===== src/rtl/bpu_pkg.sv =====
// ============================================================================
// Module : bpu_pkg
// Brief  : Shared types, constants and width helpers for the BPU table logic.
// Rev    : 1.0  initial release
// ============================================================================
`default_nettype none

package bpu_pkg;

  // 2-bit saturating branch counter
  typedef logic [1:0] ctr_t;

  // Weakly not-taken: one taken outcome flips the prediction
  localparam ctr_t CTR_INIT = 2'b01;

  // Table controller sequencing: sweep to defaults, then normal operation
  typedef enum logic [0:0] {
    INIT = 1'b0,
    RUN  = 1'b1
  } tblc_state_t;

  localparam int TABLE_SIZE_DEF = 512;
  localparam int PC_SIZE_DEF    = 32;

  // Ceiling log2, usable in constant expressions
  function automatic int log2(input int n);
    int r;
    r = 0;
    while ((1 << r) < n) r++;
    return r;
  endfunction

  // Width of a table index
  function automatic int idx_w(input int table_size);
    return log2(table_size);
  endfunction

  // Alias tag covers the PC bits above the index and the word offset
  function automatic int tag_w(input int pc_size, input int table_size);
    return pc_size - log2(table_size) - 2;
  endfunction

endpackage

`default_nettype wire


===== src/rtl/bpu_table_ctrl_ctr_next.sv =====
// ============================================================================
// Module : bpu_ctr_next
// Brief  : Combinational next state of a 2-bit saturating branch counter.
// Rev    : 1.0  initial release
// ============================================================================
`default_nettype none

module bpu_ctr_next
  import bpu_pkg::*;
(
  input  ctr_t ctr_old,
  input  logic taken,
  output ctr_t ctr_new
);

  // Count toward the resolved outcome, saturating at 0 and 3
  always_comb begin
    ctr_new = ctr_old;
    if (taken) begin
      if (ctr_old != 2'b11) ctr_new = ctr_old + 2'b01;
    end else begin
      if (ctr_old != 2'b00) ctr_new = ctr_old - 2'b01;
    end
  end

endmodule

`default_nettype wire


===== src/rtl/bpu_table_ctrl.sv =====
// ============================================================================
// Module : bpu_table_ctrl
// Brief  : Sweeps the branch-prediction tables to defaults after reset/flush,
//          then arbitrates the single table write port between counter
//          updates (branch resolve) and target updates (decode).
// Rev    : 1.0  initial release
// ============================================================================
`default_nettype none

module bpu_table_ctrl
  import bpu_pkg::*;
#(
  parameter  int TABLE_SIZE = TABLE_SIZE_DEF,
  parameter  int PC_SIZE    = PC_SIZE_DEF,
  localparam int IDX_W      = idx_w(TABLE_SIZE),
  localparam int TAG_W      = tag_w(PC_SIZE, TABLE_SIZE)
)(
  input  logic               clk,
  input  logic               nrst,
  input  logic               flush_req,
  input  logic               cnt_valid,
  output logic               cnt_ready,
  input  logic [IDX_W-1:0]   cnt_idx,
  input  logic [1:0]         cnt_old,
  input  logic               cnt_taken,
  input  logic               tgt_valid,
  output logic               tgt_ready,
  input  logic [IDX_W-1:0]   tgt_idx,
  input  logic [PC_SIZE-1:0] tgt_npc,
  input  logic [TAG_W-1:0]   tgt_tag,
  output logic [IDX_W-1:0]   tbl_idx,
  output logic               tbl_val_we,
  output logic               tbl_val,
  output logic               tbl_ctr_we,
  output logic [1:0]         tbl_ctr,
  output logic               tbl_npc_we,
  output logic [PC_SIZE-1:0] tbl_npc,
  output logic [TAG_W-1:0]   tbl_tag,
  output logic               lookup_en
);

  localparam logic [IDX_W-1:0] LAST_IDX = IDX_W'(TABLE_SIZE - 1);

  tblc_state_t        state_q, state_d;
  logic [IDX_W-1:0]   sweep_idx_q, sweep_idx_d;
  logic               starve_q, starve_d;
  logic               lookup_en_q, lookup_en_d;
  logic [IDX_W-1:0]   tbl_idx_q, tbl_idx_d;
  logic               tbl_val_we_q, tbl_val_we_d;
  logic               tbl_val_q, tbl_val_d;
  logic               tbl_ctr_we_q, tbl_ctr_we_d;
  ctr_t               tbl_ctr_q, tbl_ctr_d;
  logic               tbl_npc_we_q, tbl_npc_we_d;
  logic [PC_SIZE-1:0] tbl_npc_q, tbl_npc_d;
  logic [TAG_W-1:0]   tbl_tag_q, tbl_tag_d;
  ctr_t               ctr_upd;

  bpu_ctr_next u_ctr_next (
    .ctr_old (cnt_old),
    .taken   (cnt_taken),
    .ctr_new (ctr_upd)
  );

  // State, sweep pointer, arbitration history and registered table outputs
  always_ff @(posedge clk or negedge nrst) begin
    if (!nrst) begin
      state_q      <= INIT;
      sweep_idx_q  <= '0;
      starve_q     <= 1'b0;
      lookup_en_q  <= 1'b0;
      tbl_idx_q    <= '0;
      tbl_val_we_q <= 1'b0;
      tbl_val_q    <= 1'b0;
      tbl_ctr_we_q <= 1'b0;
      tbl_ctr_q    <= '0;
      tbl_npc_we_q <= 1'b0;
      tbl_npc_q    <= '0;
      tbl_tag_q    <= '0;
    end else begin
      state_q      <= state_d;
      sweep_idx_q  <= sweep_idx_d;
      starve_q     <= starve_d;
      lookup_en_q  <= lookup_en_d;
      tbl_idx_q    <= tbl_idx_d;
      tbl_val_we_q <= tbl_val_we_d;
      tbl_val_q    <= tbl_val_d;
      tbl_ctr_we_q <= tbl_ctr_we_d;
      tbl_ctr_q    <= tbl_ctr_d;
      tbl_npc_we_q <= tbl_npc_we_d;
      tbl_npc_q    <= tbl_npc_d;
      tbl_tag_q    <= tbl_tag_d;
    end
  end

  // Next state: sweep every entry once, flush restarts the sweep
  always_comb begin
    state_d     = state_q;
    sweep_idx_d = sweep_idx_q;
    case (state_q)
      INIT: begin
        if (flush_req) begin
          sweep_idx_d = '0;
        end else if (sweep_idx_q == LAST_IDX) begin
          state_d     = RUN;
          sweep_idx_d = '0;
        end else begin
          sweep_idx_d = sweep_idx_q + 1'b1;
        end
      end
      RUN: begin
        if (flush_req) begin
          state_d     = INIT;
          sweep_idx_d = '0;
        end
      end
      default: begin
        state_d     = INIT;
        sweep_idx_d = '0;
      end
    endcase
  end

  // Outputs: sweep writes, or arbitrated request acceptance and the write it produces
  always_comb begin
    cnt_ready    = 1'b0;
    tgt_ready    = 1'b0;
    starve_d     = 1'b0;
    tbl_idx_d    = tbl_idx_q;
    tbl_val_we_d = 1'b0;
    tbl_val_d    = tbl_val_q;
    tbl_ctr_we_d = 1'b0;
    tbl_ctr_d    = tbl_ctr_q;
    tbl_npc_we_d = 1'b0;
    tbl_npc_d    = tbl_npc_q;
    tbl_tag_d    = tbl_tag_q;
    lookup_en_d  = (state_d == RUN);
    if (state_q == INIT) begin
      tbl_idx_d    = sweep_idx_q;
      tbl_val_we_d = 1'b1;
      tbl_val_d    = 1'b0;
      tbl_ctr_we_d = 1'b1;
      tbl_ctr_d    = CTR_INIT;
      tbl_npc_we_d = 1'b1;
      tbl_npc_d    = '0;
      tbl_tag_d    = '0;
    end else if (!flush_req) begin
      // Conflicting indices: target wins unless the counter already waited a cycle
      if (cnt_valid && tgt_valid && (cnt_idx != tgt_idx)) begin
        cnt_ready = starve_q;
        tgt_ready = !starve_q;
      end else begin
        cnt_ready = cnt_valid;
        tgt_ready = tgt_valid;
      end
      starve_d = cnt_valid && !cnt_ready;
      if (tgt_ready) begin
        tbl_idx_d    = tgt_idx;
        tbl_val_we_d = 1'b1;
        tbl_val_d    = 1'b1;
        tbl_npc_we_d = 1'b1;
        tbl_npc_d    = tgt_npc;
        tbl_tag_d    = tgt_tag;
      end
      if (cnt_ready) begin
        tbl_idx_d    = cnt_idx;
        tbl_ctr_we_d = 1'b1;
        tbl_ctr_d    = ctr_upd;
      end
    end
  end

  assign tbl_idx    = tbl_idx_q;
  assign tbl_val_we = tbl_val_we_q;
  assign tbl_val    = tbl_val_q;
  assign tbl_ctr_we = tbl_ctr_we_q;
  assign tbl_ctr    = tbl_ctr_q;
  assign tbl_npc_we = tbl_npc_we_q;
  assign tbl_npc    = tbl_npc_q;
  assign tbl_tag    = tbl_tag_q;
  assign lookup_en  = lookup_en_q;

endmodule

`default_nettype wire


===== config.mk =====
export PLATFORM = sky130hd
export DESIGN_NAME = bpu_table_ctrl
export DESIGN_NICKNAME = d
export VERILOG_FILES = /design/src/rtl/bpu_pkg.sv /design/src/rtl/bpu_table_ctrl_ctr_next.sv /design/src/rtl/bpu_table_ctrl.sv
export SDC_FILE = /design/constraint.sdc
export NUM_CORES = 1
export LEC_CHECK = 0
export ABC_AREA = 1
export CELL_PAD_IN_SITES_DETAIL_PLACEMENT = 2
export CELL_PAD_IN_SITES_GLOBAL_PLACEMENT = 2
export CORE_UTILIZATION = 23
export DETAILED_ROUTE_END_ITERATION = 8
export GPL_TIMING_DRIVEN = 0
export PLACE_DENSITY = 0.82
export SETUP_SLACK_MARGIN = 0.3
export SLEW_MARGIN = 30
export SYNTH_ARGS = -nofsm -noshare
export SYNTH_HDL_FRONTEND = slang
export SYNTH_HIERARCHICAL = 1
export SYNTH_SLANG_ARGS = --single-unit

===== constraint.sdc =====
create_clock -name clk -period 2 [get_ports clk]
set_input_delay 0.2 -clock clk [delete_from_list [all_inputs] [get_ports clk]]
set_output_delay 0.2 -clock clk [all_outputs]
set_load 0.01 [all_outputs]

======== Yosys cells after proc, flatten, opt, wreduce, memory -nomap -nowiden ========
Cells that the tools add are included.
operators by class
  add/sub/neg operators ................... 3
  $mul .................................... 0
  div/mod/pow operators ................... 0
  $lt $le $gt $ge ......................... 0
  equality and inequality tests ........... 8
  shifts and indexed selects .............. 0
  muxes and demuxes ....................... 45
  bitwise gates (word level) .............. 1
  reductions and logical operators ........ 9
operators by type and width
  cell                 count
  $mux 32              3
  $mux 21              3
  $mux 9               7
  $mux 1               24
  $pmux 9 s2           1
  $mux 2               6
  $add 9x1->9 const B  1
  $eq 9x9->1 const B   1
  $ne 9x9->1           1
  $ne 2x2->1 const B   3
  $reduce_and 2->1     3
  $ne 2x1->1 const B   2
  $logic_and 1x1->1    3
  $ne 3x1->1 const B   1
  $add 2x1->2 const B  1
  $logic_not 1->1      2
  $pmux 1 s2           1
  $reduce_bool 2->1    1
  $sub 2x1->2 const B  1
  $not 1->1            1
storage, ports and cells
  bits in registers ....................... 78
  bits in latches ......................... 0
  bits in writable memories ............... 0
  ROM bits ................................ 0
  input port bits ......................... 79
  output and inout port bits .............. 71
  logic and storage cells ................. 76
  memories kept ........................... 0

======== Depth between registers and ports, before layout ========
  depth after elaboration ................. 9
  gate-level depth with buffers ........... 14
  gate-level depth less buffers ........... 13

======== By module ========
The synthesis kept the hierarchy.
modules (own cells, without submodules)
  module          times used  cells an instance  area an instance (µm²)  seq. area each (µm²)
  bpu_table_ctrl  1           439                3547.2                  1951.9
  bpu_ctr_next    1           6                  25.0                    0.0

======== Worst setup path after synthesis ========
No wires, ideal clock.
  kind .................................... register to register
  start point ............................. reg sweep_idx_q[0]
  end point ............................... reg sweep_idx_q[5]
  setup time .............................. 101 ps
  data arrival time ....................... 1633 ps
  data required time ...................... 1899 ps
  path slack .............................. 267 ps
  cell stages (with the launch flop) ...... 10
  path buffers ............................ 0
  clock period less this slack ............ 1733 ps
  path through ............................ dfrtp_1 ha_1 nand3_1 nor2_1 nand3_1 nor2_1 ha_1 nor2_1 nand2_1 o32ai_1
between the ends
  cells in the longest elaborated chain, start to end .. 4
  elaborated cells between the ends (all ways) .. 5
  those cells by class .................... add/sub (1); eq/ne (1); mux (3)
RTL lines
  what                                       RTL line                                      text
  start, declared                            bpu_table_ctrl.sv:45                          logic [IDX_W-1:0] sweep_idx_q, sweep_idx_d;
  start signal, assigned                     bpu_table_ctrl.sv:81                          sweep_idx_q <= sweep_idx_d;
  $add 9x1->9 or $eq 9x9->1 (tied branches)  bpu_table_ctrl.sv:107, bpu_table_ctrl.sv:103
  $mux 9 (*)                                 bpu_table_ctrl.sv:103                         end else if (sweep_idx_q == LAST_IDX) begin
  $mux 9 (*)                                 bpu_table_ctrl.sv:101                         if (flush_req) begin
  $pmux 9 s2 (*)                             bpu_table_ctrl.sv:99                          case (state_q)
Every way passes the cells marked *; elsewhere a longest branch is shown, timed or not.
A chain may end at the register's enable or synchronous reset.

======== Worst setup path in the final report ========
  start point ............................. reg sweep_idx_q[2]
  end point ............................... reg sweep_idx_q[7]
Same word-level chain as after synthesis.

==> results by group <==
Timing
  – Tcrit/Tclk final: 90.8%
  – Rel. slew slack: 57.2%
  – Setup TNS: 0 ps
  – Clk_skew: 5.04 ps
  – Worst-Margin Slew: 642 ps
  – Slew Limit Fails: 0
  – Fin worst setup slack: 185 ps
  – Final hold vios: 0
  – Final critical-path required period: 1820 ps
  – RSZ-0062 raised after global routing: true
  – FMAX: 0.551 GHz
  – Final setup vio count: 0

Clocking
  – CTS root buffer: clkbuf_16
  – Clk slew on worst S/H paths: 70 ps
  – Total CTS buffers: 9
  – Skew-Pair Late Insertion Delay: 350 ps
  – Clock buffer depth: 2
  – # clock sinks: 78
  – CTS tree: done
  – H-tree levels: 3

Detailed routing
  – Initial drt markers: 129
  – DRC Markers: 0
  – Vias post-DR: 4010
  – Post-DRT Antenna Nets: 0
  – Via density: 4.64
  – Post-DR wirelength/cell: 20.0 um
  – Final wirelength: 17300 um
  – DRT Pass-1 Iters: 4

Pwr
  – Register share of total power: 37.5%
  – Clock share of power: 51.8%
  – Pwr Density: 659 nW/um2
  – Int Power: 0.00331 W
  – Worst VDD drop: 0.000383 V
  – Final Power: 0.00427 W
  – Leakage power: 3.26 nW
  – Psw: 0.000962 W
  – Switching share of power: 22.5%
  – Logic gate share of total power: 10.7%

Min path
  – Worst min-delay path category: in -> async

Placed design
  – Final GP Congestion: 0.761
  – Worst slack at placement: -723 ps
  – Port bufs: 149
  – DP Cell Count: 783
  – Dpl hpwl: 9530 um
  – Dpl cell area: 5330 um2

Global routing
  – All-layer global routing usage: 21.0%
  – Antenna violations before repair: 1
  – Global-route wire length before repair: 25300 um
  – Number of global-route vias before repair: 4566
  – Largest net degree at the start of global routing: 63
  – Grt ovf: 0

Run status
  – Status: finished clean

Yosys
  – Post-Syn Nets: 526
  – Cell count after synthesis: 445
  – Mapped Area: 3570 um2
  – Mean Syn Cell Area: 8.03 um2
  – Yosys top cell area share: 54.6%
  – Top cells by area, synth: dfrtp_1 55%, nand2_1 24%, nand3_1 4.8%
  – Unique masters post-synth: 27
  – Register area share after synthesis: 54.6%
  – Yosys reg bits: 78
  – Ys Warns: 6
  – Yosys top cell by area: dfrtp_1

Worst setup path
  – Worst Reg2Reg Path Length in Cells: 7
  – CP max FO: 4
  – CP endpoint kind: flip-flop
  – Critical Path Start Type: flip-flop
  – Critical path type: reg -> reg
  – Crit path DAT: 2040 ps
  – Critical Path RT: 2220 ps

Floorplanning
  – Die outline width: 127 um
  – Initial Util: 23.5%
  – Core area: 15200 um2
  – Die ar.: 16000 um2
  – I/O pins: 150
  – Row count: 45
  – Die Y: 127 um

Layout
  – Layout cells sized above 1: 26.0%
  – Nets@finish: 752
  – Non-filler cells, final: 865
  – Synth-to-layout area growth: 81.5%
  – Post-route cell area: 6480 um2

Run
  – Max_cap viols: 0
==> power groups by stage <==
stage	sequential [W]	combinational (W)	clock (W)
after floorplan	0.00163	0.0000756	0
after global placement	0.00163	0.000305	0
after detailed placement	0.00163	0.000322	0
after CTS	0.00160	0.000395	0.00226
after global routing	0.00160	0.000489	0.00235
final	0.00160	0.000457	0.00222
==> area by class of cell <==
| type | count | area, um2 |
|---|---|---|
| Antenna cell | 1 | 2.50 |
| Buffer | 17 | 165 |
| Clock buffer | 9 | 225 |
| Clock inverter | 7 | 168 |
| Fill cell | 1646 | 8720 |
| Inverter | 34 | 133 |
| Multi-Input combinational cell | 316 | 1640 |
| Sequential cell | 78 | 1960 |
| Tap cell | 188 | 235 |
| Timing Repair Buffer | 215 | 1950 |
==> cell usage in the layout (no fill, tap or decap), drive strengths merged <==
cell type / Yosys / layout
nor3: 3 / 3
dlygate4sd3: 0 / 1
o32ai: 1 / 1
diode: 0 / 1
o21ai: 8 / 8
a21oi: 3 / 3
o22ai: 2 / 2
dfrtp: 78 / 78
clkdlybuf4s50: 0 / 126
dlygate4sd2: 0 / 2
o21a: 1 / 1
nand2: 236 / 236
clkinv: 0 / 1
xor2: 3 / 3
xnor2: 5 / 5
nand3: 36 / 36
nor2: 15 / 15
inv: 34 / 35
a31oi: 1 / 1
clkbuf: 2 / 18
bufinv: 0 / 5
ha: 2 / 2
buf: 15 / 94
==> stage by stage <==
stage               util, %  hold slack [ps]
floorplan                 -            -95.6
global placement       34.9              462
detailed placement     35.1             48.9
CTS                    41.2              253
global route           42.6              275
finish                 42.6              258
==> cells in the mapped netlist <==
library cell / instances
a21oi_1: 3
a31oi_1: 1
buf_1: 1
buf_2: 6
buf_4: 1
buf_6: 6
buf_8: 1
clkbuf_1: 2
dfrtp_1: 78
ha_1: 2
inv_1: 30
inv_2: 4
nand2_1: 233
nand2_2: 2
nand2_4: 1
nand3_1: 34
nand3_2: 2
nor2_1: 14
nor2_8: 1
nor3_1: 3
o21a_1: 1
o21ai_0: 5
o21ai_1: 3
o22ai_1: 2
o32ai_1: 1
xnor2_1: 5
xor2_1: 3
==> flip-flops by register name, indices dropped and copies added, names as in the netlist, 2 cells and up <==
register	cells
sweep_idx_q	9
tbl_ctr	2
tbl_idx	9
tbl_npc	32
tbl_tag	21
==> worst paths after layout <==
| check | start | end | slack [ps] |
|---|---|---|---|
| setup / recovery | sweep_idx_q[2] | sweep_idx_q[7] | 180 |
| hold / removal | nrst | tbl_npc[24] | 260 |
| setup reg to reg | sweep_idx_q[2] | sweep_idx_q[7] | 180 |
| hold reg to reg | tbl_npc[9] | tbl_npc[9] | 490 |
| max in group asynchronous | nrst | sweep_idx_q[1] | 1150 |
| min in group clk | tgt_idx[4] | tbl_idx[4] | 380 |
==> worst max-delay path, stage by stage (launching register included) <==
cell and delay [ps]:
dfrtp_1 490, inv_1 160, nor3_4 260, nand2_2 110
nor3_4 230, nand2_2 110, xor2_2 200, o22ai_2 110
==> timing repair <==
action | CTS | global route
buffers inserted | 54 | 10
pin swaps | 23 | 26
resized for setup | 104 | 63
hold endpoints to repair | 40 | 0
endpoints found under the setup margin | 77 | 78
hold buffers | 1 | 0
==> routing by layer <==
metal	global-route usage [%]	up-vias	part of all wire, %
met5	0	-	0
met3	3.58	46	3.5
met4	9.57	0	4.5
met2	39.8	120	54
met1	22.6	2028	38
li1	-	1816	-
==> logic make-up after synthesis <==
family	synth area share (%)
xor gates and xnor gates	1.96
DFF	54.6
buffers and inverters	7.25
adders and majority gates	0.700
and+or+nand+nor	32.9
AOI/OAI and AO/OA	2.52
No activity file was read; power rests on OpenSTA's default activity.
